$ cat src/rtl/control_sequencer.sv
// control_sequencer: FETCH/EXEC1/EXEC2 sequencer with IR, fetch handshake, HALT/PAUSE, retire counter
// Ports: clk, rst (sync, active-high); run/step/step_mode resume and single-step controls;
// prog_ready/prog_data/prog_rd program-memory fetch handshake; state one-hot {exec2,exec1,fetch};
// inst/operand latched instruction; halted/paused park flags; illegal sticky undefined-opcode flag;
// instr_count wrapping retired-instruction count.
module control_sequencer #(
  parameter int OPERAND_W = 4,
  parameter int CNT_W     = 16
) (
  input  logic                   clk,
  input  logic                   rst,
  input  logic                   run,
  input  logic                   step_mode,
  input  logic                   step,
  input  logic                   prog_ready,
  input  logic [OPERAND_W+3:0]   prog_data,
  output logic                   prog_rd,
  output logic [2:0]             state,
  output logic [3:0]             inst,
  output logic [OPERAND_W-1:0]   operand,
  output logic                   halted,
  output logic                   paused,
  output logic                   illegal,
  output logic [CNT_W-1:0]       instr_count
);
  typedef enum logic [2:0] {S_FETCH, S_EXEC1, S_EXEC2, S_HALT, S_PAUSE} st_t;
  st_t cur, nxt;
  logic [3:0] op_in;
  logic       two_cycle, defined, retire;
  assign op_in     = prog_data[OPERAND_W+3:OPERAND_W];
  assign two_cycle = inst == 4'b0101 || inst == 4'b0010 || inst == 4'b1101;
  assign defined   = !op_in[3] || op_in == 4'b1101 || op_in == 4'b1110;
  // STP bumps the counter on its way to HALT just like a normal retire
  assign retire    = (cur == S_EXEC1 && !two_cycle) || cur == S_EXEC2;
  always_ff @(posedge clk) begin
    if (rst) begin
      cur         <= S_FETCH;
      inst        <= '0;
      operand     <= '0;
      illegal     <= 1'b0;
      instr_count <= '0;
    end else begin
      cur <= nxt;
      if (cur == S_FETCH && prog_ready) begin
        inst    <= op_in;
        operand <= prog_data[OPERAND_W-1:0];
        illegal <= illegal | !defined;
      end
      if (retire) instr_count <= instr_count + 1'b1;
    end
  end
  always_comb begin
    nxt = cur;
    case (cur)
      S_FETCH: nxt = prog_ready ? S_EXEC1 : S_FETCH;
      S_EXEC1: nxt = two_cycle ? S_EXEC2 : inst == 4'b0100 ? S_HALT : step_mode ? S_PAUSE : S_FETCH;
      S_EXEC2: nxt = step_mode ? S_PAUSE : S_FETCH;
      S_HALT:  nxt = run ? S_FETCH : S_HALT;
      S_PAUSE: nxt = (run || step) ? S_FETCH : S_PAUSE;
      default: nxt = S_FETCH;
    endcase
  end
  always_comb begin
    state   = {cur == S_EXEC2, cur == S_EXEC1, cur == S_FETCH};
    prog_rd = cur == S_FETCH;
    halted  = cur == S_HALT;
    paused  = cur == S_PAUSE;
  end
endmodule

$ cat config.mk
export PLATFORM = sky130hd
export DESIGN_NAME = control_sequencer
export DESIGN_NICKNAME = d
export VERILOG_FILES = /design/src/rtl/control_sequencer.sv
export SDC_FILE = /design/constraint.sdc
export NUM_CORES = 1
export LEC_CHECK = 0
export CORE_ASPECT_RATIO = 0.6
export CORE_UTILIZATION = 41
export DETAILED_ROUTE_END_ITERATION = 8
export PLACE_DENSITY = 0.73
export SYNTH_ARGS = -nofsm -noshare
export SYNTH_HDL_FRONTEND = slang
export SYNTH_SLANG_ARGS = --single-unit
$ cat constraint.sdc
create_clock -name clk -period 2.03 [get_ports clk]
set_input_delay 0.203 -clock clk [delete_from_list [all_inputs] [get_ports clk]]
set_output_delay 0.203 -clock clk [all_outputs]
set_load 0.03 [all_outputs]
# ---- Word-level counts from Yosys, hierarchy flattened
# Cells that the tools add are included.
dict set report totals {
  reg_bits 28
  inputBits 14
  out_inout_bits 31
  wordCells 36
}
dict set report op_classes {
  n_addsub 1
  n_eq_ne 10
  n_mux 7
  n_bitwise 1
  n_reduce_logical 12
}
# op count
set ops {}
lappend ops {{adder 16 x 1 -> 16 bit (second input constant)} 1}
lappend ops {{one-hot mux 3 bit (5 select lines)} 1}
lappend ops {{== test 4 bit (second input constant)} 3}
lappend ops {{two-way mux 3 bit} 4}
lappend ops {{== test 4 x 3 -> 1 bit (second input constant)} 2}
lappend ops {{== test 3 x 2 -> 1 bit (second input constant)} 2}
lappend ops {{logical OR 1 bit} 6}
lappend ops {{== test 4 x 2 -> 1 bit (second input constant)} 1}
lappend ops {{== test 3 x 1 -> 1 bit (second input constant)} 1}
lappend ops {{== test 3 bit (second input constant)} 1}
lappend ops {{zero test 1 bit} 3}
lappend ops {{zero test 3 bit} 1}
lappend ops {{logical AND 1 bit} 2}
lappend ops {{two-way mux 2 bit} 1}
lappend ops {{two-way mux 1 bit} 1}
lappend ops {{OR 1 bit} 1}

# ---- Longest topological paths before layout
# Gate-level depths: netlist (run 1).
dict set report depth {
  word_depth 6
  mapped_depth 7
  ltp_nobuf 5
}

# ---- Worst setup path before layout (run 1)
# No wires, ideal clock.
dict set report synth_path {
  path_kind {reg2reg}
  start {register cur[1]}
  end {register instr_count[5]}
  setup_time_ns 0.121
  arrival_ns 2.237
  required_time_ns 1.909
  slack_ns -0.327
  path_stages_with_launch 6
  path_buffers 1
  synth_period_minus_slack_ns 2.357
  cell_sequence {dfxtp_1 nor3b_1 a31oi_2 buf_6 nor4b_1 mux2_2}
}
dict set report synth_between {
  word_cells_on_any_way 4
  cone_classes {eq/ne (2); reduce/logical (2)}
}
# item line_no
set synth_lines {}
lappend synth_lines {{start: declaration} 27} ;# st_t cur, nxt;
lappend synth_lines {{start signal: assignment} 43} ;# cur <= nxt;
lappend synth_lines {{== test 3 x 2 -> 1 bit} n/a}
lappend synth_lines {{named net state[2]} 18} ;# output logic [2:0] state,
lappend synth_lines {{logical OR 1 bit} 34} ;# assign retire = (cur == S_EXEC1 && !two_cycle) || cur == S_EXEC2;
lappend synth_lines {{end signal: assignment} 49} ;# if (retire) instr_count <= instr_count + 1'b1;
lappend synth_lines {{end: declaration} 24} ;# output logic [CNT_W-1:0] instr_count
# The timed path passes the listed nets, and every way through them passes these cells.
# A chain may end at the register's enable or synchronous reset.

# ---- Final worst setup path (run 1)
dict set report layout_path {
  start {register cur[0]}
  end {register instr_count[11]}
}
dict set report layout_between {
  elab_chain_len 3
  word_cells_on_any_way 4
  cone_classes {eq/ne (2); reduce/logical (2)}
}
# item line_no
set layout_lines {}
lappend layout_lines {{== test 3 x 1 -> 1 bit} 34}
lappend layout_lines {{logical AND 1 bit} 34}
lappend layout_lines {{logical OR 1 bit (*)} 34}
# Every way passes the cells marked *; elsewhere a longest branch is shown, timed or not.

==> reports/qor.txt, run 1 <==
status -> completed
# setup viols final -> 0
CP required -> 2.24 ns
clock slew at reported path FFs -> 0.10 ns
DR vias -> 1,400
HP Start -> prog_data[0]
fin nets -> 227
H-tree level count -> 1
Sink Count -> 28
max-slew violations -> 0
post-CTS setup buffer count -> 0
post-cts hold buffer count -> 0
cell count after placement -> 249
Detailed Route Iter0 Violations -> 37
Synthesized Nets -> 174
Post-synth EDFFs -> 0
Post-Syn Area -> 1350 sq um
drt pass-1 iters -> 4
wire per inst -> 15.7 um
Max Clock Freq -> 0.512 GHz
Clock Tree Root -> clkbuf_8
Post-Place Setup Slack -> 0.113 ns
Tcrit/Tclk final -> 96.3%
top_reg_cell synth -> dfxtp_1
Async SR Flop Fraction -> 0%
Tmin final -> 1.95 ns
largest net degree at the start of global routing -> 16
wirelength, routed -> 3980 um
Max Clock Skew -> 0.00983 ns
Yosys warnings -> 0
TritonCTS clock tree -> yes
Crit Path Class -> flop to flop
diodes inserted -> 0
Core ar. -> 3000 sq um
Via density -> 5.53
Initial Util -> 44.9%
GPL Wtd Cong -> 0.764
setup tns final -> 0 ns
Worst VDD drop -> 0.350 mV
GRT overflow -> 0
CP Data Arrival Time -> 2.16 ns
vias in the first global route -> 1,286
post-detail-place hpwl -> 3040 um
Num CTS Buffers -> 3
DRC -> 0
Avg Cell Area, Syn -> 8.48 sq um
MaxCap Viol Count -> 0
dpl cell area -> 1890 sq um
fin area -> 1950 sq um
#FFs+latches synth -> 28
Fill cells -> 254
crit path launch -> cur[0]
die area -> 3530 sq um
Worst Hold Class -> primary input to flop
cell row count -> 15
first-pass GRT wire length -> 6190 um
worst skew pair latency -> 0.28 ns
crit path launch type -> flop
final core area utilization -> 65.0%
GRT Overall Usage -> 23.1%
register area share after synthesis -> 41.6%
CP Max Fanout -> 8
top cell type's share of synthesized area -> 41.6%
share of layout cells above drive strength 1 -> 12.3%
Mapped Cells -> 159
relative slew slack -> 56.8%
Crit. End Element -> flop
worst r2r src -> cur[0]
I/O pin count -> 45
post-synthesis cell type count -> 40
Pwr Density -> 607 nW/um^2
final hold viol count -> 0
die height -> 46.4 um
Synth area leaders -> dfxtp_1 (42%), a21oi_1 (8.2%), nand2_1 (7.0%)
Routed Antenna Nets -> 0
Layout area overhead -> 44.8%
initial antenna violation count -> 0
buffers added on ports -> 44
area leader, netlist -> dfxtp_1
Non-Filler Instances -> 253
leakage -> 0.000728 uW
Die W -> 76.0 um
Tightest Pin Transition -> 0.639 ns
final worst setup slack -> 0.0759 ns
clk buf depth -> 2
-- report_power, final --
group          leakage [uW]  internal [uW]  total, uW  switching [uW]
Combinational      0.000471            106        250             144
Clock             0.0000288            174        353             179
Sequential         0.000228            568        582            13.5
Total              0.000728            848       1180             336
-- sequential cells by signal, indices dropped and copies added, names as in the netlist --
signal	count
instr_count	16
cur	3
operand	4
illegal	1
inst	4
-- cell usage after synthesis (3+ instances only) --
cell type / n
a21oi_1: 22
dfxtp_1: 28
or4_1: 5
clkbuf_1: 4
nand2_1: 25
nor2_1: 7
nor4b_1: 3
o31ai_1: 5
or3_1: 5
o21ai_0: 9
nand3_1: 3
xor2_1: 3
nand4_1: 3
and3_1: 3
-- routing by layer --
| metal | GRT usage [%] | wire [um] | up-vias |
|---|---|---|---|
| met1 | 31.5 | 1950 | 664 |
| met3 | 5.35 | 205 | 4 |
| li1 | - | - | 689 |
| met4 | 6.15 | 25 | 0 |
| met2 | 37.5 | 1790 | 43 |
| met5 | 0 | 0 | - |
-- cell usage in the layout, fill, tap and decap left out, types with 4 or more instances in the layout --
master	n
a21oi_1	22
buf_4	12
clkbuf_8	4
clkdlybuf4s50_1	39
dfxtp_1	27
dlygate4sd2_1	4
nand2_1	25
nor2_1	7
o21ai_0	9
o31ai_1	5
or3_1	5
or4_1	5
-- kinds of logic after synthesis --
group,after synthesis,share of synthesized area (%)
xor+xnor,3,1.95
simple gates,73,31.3
compound gates,41,17.5
mux,3,2.41
fa+ha+maj,1,0.928
flops,28,41.6
buf+inv,10,4.27
-- worst max-delay path, stage by stage, from the launching register on --
cell	delay (ns)
dfxtp_1	0.41
or3b_4	0.44
clkinv_4	0.07
a31oi_2	0.10
buf_4	0.18
or4_1	0.50
a21oi_1	0.17
-- worst paths after layout --
| check | endpoint | slack (ns) | cells after the start |
|---|---|---|---|
| worst min register to register | operand[0] | 0.46 | 2 |
| worst max register to register | instr_count[11] | 0.08 | 6 |
| worst min-delay path | operand[0] | 0.46 | 3 |
| worst max-delay path | instr_count[11] | 0.08 | 6 |
-- per-stage QoR --
step	hold slack (ns)	power (uW)
final	0.460	1180
after global routing	0.476	1230
after CTS	0.461	1190
after detailed placement	0.448	846
after global placement	0.442	836
after floorplan	0.331	733
-- area by class of cell --
cell class                 instances  area (sq um)  share of cell area, %
inverter                           2          12.5                  0.641
tap                               42          52.6                   2.69
multi-input combinational        121           741                   38.0
clock buffer                       4          55.1                   2.82
timing repair buffer              56           528                   27.1
sequential                        28           562                   28.8
-- timing repair --
action                     in CTS  in global routing
resized for setup               4                  2
hold endpoints to repair        0                  0
setup endpoints to repair       4                  3
(Power assumes the default switching activity.)
==> run 2, diff against run 1 <==
--- a/config.mk
+++ b/config.mk
@@ -7,6 +7,7 @@
 export LEC_CHECK = 0
 export CORE_ASPECT_RATIO = 0.6
 export CORE_UTILIZATION = 41
+export CTS_CLUSTER_DIAMETER = 50
 export DETAILED_ROUTE_END_ITERATION = 8
 export PLACE_DENSITY = 0.73
 export SYNTH_ARGS = -nofsm -noshare
==> results of run 2 <==
The final DEF is identical to that of run 1; final timing and power are the same.
==> run 3, diff against run 2 <==
--- a/config.mk
+++ b/config.mk
@@ -6,6 +6,7 @@
 export NUM_CORES = 1
 export LEC_CHECK = 0
 export CORE_ASPECT_RATIO = 0.6
+export CORE_MARGIN = 4
 export CORE_UTILIZATION = 41
 export CTS_CLUSTER_DIAMETER = 50
 export DETAILED_ROUTE_END_ITERATION = 8
==> run 3 against run 2 <==
Combinational power is essentially flat. Clock skew shrank 0.0076 ns. Count of clock-buffer cells in the layout is the same. Critical endpoint is now paused. Die area grew 22%. Hold slack gained 0.0036 ns. Sequential power is essentially flat. Fmax grew 0.66%. Clock power is essentially flat. Utilization shrank 0.25 points. Critical path depth shrank 3. Flip-flop and latch count is the same. Total power shrank 0.56%.
==> reports/qor.txt, run 3 (synthesis gave the netlist of run 1 again) <==
GPL Wtd Cong -> 0.858
GRT overflow -> 0
Crit. End Element -> output port
relative slew slack -> 63.7%
first-pass GRT wire length -> 6470 um
Critical Path, Cell by Cell -> buf_4 -> nor3b_1 -> clkdlybuf4s50_1
clk buf depth -> 2
CP Max Fanout -> 8
diodes inserted -> 0
post-cts hold buffer count -> 0
Via density -> 5.40
hold path cells -> 2
wire per inst -> 15.2 um
drt pass-1 iters -> 4
Regs by FF count -> instr_count x16, inst x4, operand x4
fin nets -> 227
crit path launch type -> flop
DR vias -> 1,367
final core area utilization -> 64.7%
cell row count -> 15
CP max stage cell -> clkdlybuf4s50_1
wirelength, routed -> 3850 um
largest net degree at the start of global routing -> 16
Routed Antenna Nets -> 0
Initial Util -> 44.9%
Clock Tree Root -> clkbuf_8
initial antenna violation count -> 0
reg2reg end -> instr_count[14]
vias in the first global route -> 1,317
GRT Overall Usage -> 19.6%
unrepaired setup endpoints after global routing -> no
most common cell after layout, fill and taps aside -> clkdlybuf4s50_1
buffers added on ports -> 44
die area -> 4300 sq um
buffer and inverter count on the worst path -> 2
HP Start -> operand[0]
commonest non-fill, non-tap cells in the layout -> clkdlybuf4s50_1 (40), dfxtp_1 (26), nand2_1 (25)
Core ar. -> 3000 sq um
CP Data Arrival Time -> 1.74 ns
Top reg by flops -> instr_count
Tightest Pin Transition -> 0.537 ns
I/O pin count -> 45
Sink Count -> 28
share of layout cells above drive strength 1 -> 12.3%
dpl cell area -> 1890 sq um
Fill cells -> 258
Crit Path Class -> flop to output port
Num CTS Buffers -> 3
status -> completed
Reg2Reg Depth -> 6
Largest register FFs -> 16
MaxCap Viol Count -> 0
setup tns final -> 0 ns
TritonCTS clock tree -> yes
post-detail-place hpwl -> 2990 um
Layout area overhead -> 44.2%
Tmin final -> 1.94 ns
CP max stage delay -> 0.71 ns
clock slew at reported path FFs -> 0.10 ns
Tcrit/Tclk final -> 95.6%
fin area -> 1940 sq um
Die W -> 82.0 um
max-slew violations -> 0
# setup viols final -> 0
Worst Hold Class -> flop to flop
worst r2r src -> cur[1]
DRC -> 0
hold path endpoint -> operand[0]
R2R setup slack -> 0.14 ns
worst skew pair latency -> 0.27 ns
final hold viol count -> 0
leakage -> 0.000710 uW
Max Clock Freq -> 0.515 GHz
Detailed Route Iter0 Violations -> 89
Pwr Density -> 606 nW/um^2
Worst VDD drop -> 0.358 mV
H-tree level count -> 1
delay-heaviest family, CP -> buffers and inverters
die height -> 52.4 um
Max Clock Skew -> 0.00225 ns
CP required -> 1.83 ns
run 3: cell count changes in the layout (fill, tap and decap cells not counted):
cell / previous run / this run
nor4bb_1: 0 / 1
dlymetal6s2s_1: 1 / 0
dfxtp_2: 1 / 2
dfxtp_1: 27 / 26
clkdlybuf4s50_1: 39 / 40
nor4bb_2: 1 / 0
run 3: worst register-to-register path: stages, from the launching register on:
cell and delay [ns]:
dfxtp_1 0.37, or3b_4 0.42, clkinv_4 0.07, a31oi_2 0.11, buf_4 0.19, or4_1 0.49, a21oi_1 0.16
run 3: worst max path at each step:
stage / start / end / slack, ns / depth (start not counted)
finish: cur[2] / paused / 0.09 / 3
global route: cur[2] / paused / 0.02 / 3
CTS: cur[2] / paused / 0.09 / 3
detailed placement: cur[0] / instr_count[14] / 0.11 / 6
global placement: inst[3] / instr_count[1] / 0.19 / 5
floorplan: inst[3] / instr_count[1] / 0.04 / 6
run 3: per-stage QoR:
stage               worst slack [ns]  total power, uW  instances  hold slack [ns]
floorplan                     0.0434              733        159            0.331
global placement               0.194              837        249            0.446
detailed placement             0.111              844        249            0.454
CTS                           0.0931             1190        253            0.459
global route                  0.0185             1230        253            0.496
finish                        0.0886             1180        253            0.464
run 3: layout make-up:
type / count / area [sq um] / share of cell area [%]
Sequential cell: 28 / 563 / 29.0
Clock buffer: 4 / 55.1 / 2.83
Timing Repair Buffer: 56 / 526 / 27.0
Tap cell: 42 / 52.6 / 2.70
Multi-Input combinational cell: 121 / 734 / 37.8
Inverter: 2 / 12.5 / 0.644
run 3: what timing repair did:
action,CTS,global route
resized for setup,4,1
buffers inserted,0,0
setup endpoints to repair,4,1
pin swaps,0,0
run 3: report_power, final:
part           total, uW  internal, uW  switching [uW]
registers            581           569            12.4
logic                247           105             141
clock network        350           174             176
run 3: routing by layer:
metal | up-vias | track usage, % | part of all wire, %
met5 | - | 0 | 0
met2 | 35 | 29.1 | 44
li1 | 687 | - | -
met1 | 643 | 28.6 | 51
met4 | 0 | 4.14 | 0.34
met3 | 2 | 4.64 | 5.2
==> variant: new RTL, settings of run 1 <==
Register the output `instr_count` once more, cleared by the reset; this adds one clock of latency there. The other outputs are not delayed to match.
--- a/src/rtl/control_sequencer.sv
+++ b/src/rtl/control_sequencer.sv
@@ -24,6 +24,8 @@
   output logic [CNT_W-1:0]       instr_count
 );
   typedef enum logic [2:0] {S_FETCH, S_EXEC1, S_EXEC2, S_HALT, S_PAUSE} st_t;
+
+  logic [CNT_W-1:0] instr_count_s0;
   st_t cur, nxt;
   logic [3:0] op_in;
   logic       two_cycle, defined, retire;
@@ -38,7 +40,7 @@
       inst        <= '0;
       operand     <= '0;
       illegal     <= 1'b0;
-      instr_count <= '0;
+      instr_count_s0 <= '0;
     end else begin
       cur <= nxt;
       if (cur == S_FETCH && prog_ready) begin
@@ -46,7 +48,7 @@
         operand <= prog_data[OPERAND_W-1:0];
         illegal <= illegal | !defined;
       end
-      if (retire) instr_count <= instr_count + 1'b1;
+      if (retire) instr_count_s0 <= instr_count_s0 + 1'b1;
     end
   end
   always_comb begin
@@ -66,5 +68,13 @@
     halted  = cur == S_HALT;
     paused  = cur == S_PAUSE;
   end
+  always_ff @(posedge clk) begin
+    if (rst) begin
+      instr_count <= '0;
+    end else begin
+      instr_count <= instr_count_s0;
+    end
+  end
+
 endmodule
 
Check against the original RTL: not equivalent (Yosys sat finds a counterexample within 4 cycles, from zero or initial values and one cycle with rst high).
==> variant against run 1 <==
- final cell count up 17%
- core utilization down 1.1 points
- clock skew fell by 0.0035 ns
- worst hold slack got worse by 0.013 ns
- power rose by 51%
- sequential cell count is 16 higher
- synthesized cell count grew 19%
- wire length shrank 11%
- worst setup slack got worse by 0.059 ns
- non-clock buffer count is 4 lower
- area after synthesis rose by 29%
- design area up 26%
- via count increased by 6.6%
==> variant: results (changes against run 1) <==
stage;metric;value;unit;change
drt;total number of vias;1492;;was 1400
floorplanning;Die Footprint;4499;um2;was 3527 um2
place;placed inst area;2257;um2;was 1892 um2
global_route;met3 GRT Util;0.05669;;was 0.05347
clock_tree;clk sinks;44;;was 28
finish;Util after Layout;0.6383;;was 0.6496
drt;Vias per Instance;5.024;;was 5.534
finish;Multi-input gate area;863.3;um2;was 740.7 um2
logic_synthesis;synth cell count leaders;44 x dfxtp_1, 26 x nand2_1, 18 x nor2_1;;was 28 x dfxtp_1, 25 x nand2_1, 22 x a21oi_1
power_and_ir_drop;P_leak;0.9958;nW;was 0.7280 nW
worst_setup_path;CP max stage cell;or3b_1;;was or4_1
logic_synthesis;Seq/Total Area, Yosys;0.5083;;was 0.4160
finish;Clock-cell share;0.04532;;was 0.02822
power_and_ir_drop;Max VDD drop;0.5731;mV;was 0.3505 mV
finish;Buffers, non-clock;52;;was 56
worst_setup_path;worst-path fanout max;19;;was 8
global_route;met1 usage;0.2294;;was 0.3155
worst_setup_path;R2R cell count;5;;was 6
status;status;finished, final reports clean;;unchanged
finish;Layout non-clock buf frac;0.2098;;was 0.2707
global_route;vias in the first global route;1289;;was 1286
global_route;total track usage;0.1716;;was 0.2310
drt;met1 wire length;1891;um;was 1953 um
worst_setup_path;Worst Setup SP;cur[2]$_SDFF_PP0_;;was cur[0]$_SDFF_PP0_
clock_tree;H-tree levels;2;;was 1
drt;aggregate routed wire length;3522;um;was 3976 um
drt;met2 WL;1370;um;was 1793 um
finish;Seq. cell area;880.8;um2;was 561.8 um2
finish;Inverters, non-clock;4;;was 2
worst_setup_path;Worst path max stage delay;0.39;ns;was 0.50 ns
worst_setup_path;R2R Path Start;cur[2]$_SDFF_PP0_;;was cur[0]$_SDFF_PP0_
finish;Clock Buffer Count;5;;was 4
worst_setup_path;arrival time at the worst endpoint;2.21;ns;was 2.16 ns
finish;layout cells sized above 1;0.1458;;was 0.1232
finish;Filler Cells Inserted;308;;was 254
clock_tree;clk slew on worst S/H paths;0.08;ns;was 0.10 ns
## variant: cell count changes after synthesis, moves of 5 or more
cell / change
a21oi_1: -10
nor4_1: +5
mux2_2: +9
dfxtp_1: +16
nor2b_1: +13
or3_1: -5
nor2_1: +11
## variant: power breakdown
part	switching, W	internal (W)	leakage, nW
sequential	0.0000153	0.000883	0.356
combinational	0.000129	0.000102	0.585
clock	0.000295	0.000364	0.0541
## variant: worst min-delay path by stage
stage | from | endpoint | cells past startpoint
finish | prog_data[0] | operand[0]$_SDFFE_PP0N_ | 3
detailed placement | operand[1]$_SDFFE_PP0N_ | operand[1]$_SDFFE_PP0N_ | 2
floorplan | rst | instr_count[15]$_SDFF_PP0_ | 1
global route | prog_data[1] | operand[1]$_SDFFE_PP0N_ | 3
global placement | operand[1]$_SDFFE_PP0N_ | operand[1]$_SDFFE_PP0N_ | 2
CTS | prog_data[0] | operand[0]$_SDFFE_PP0N_ | 3
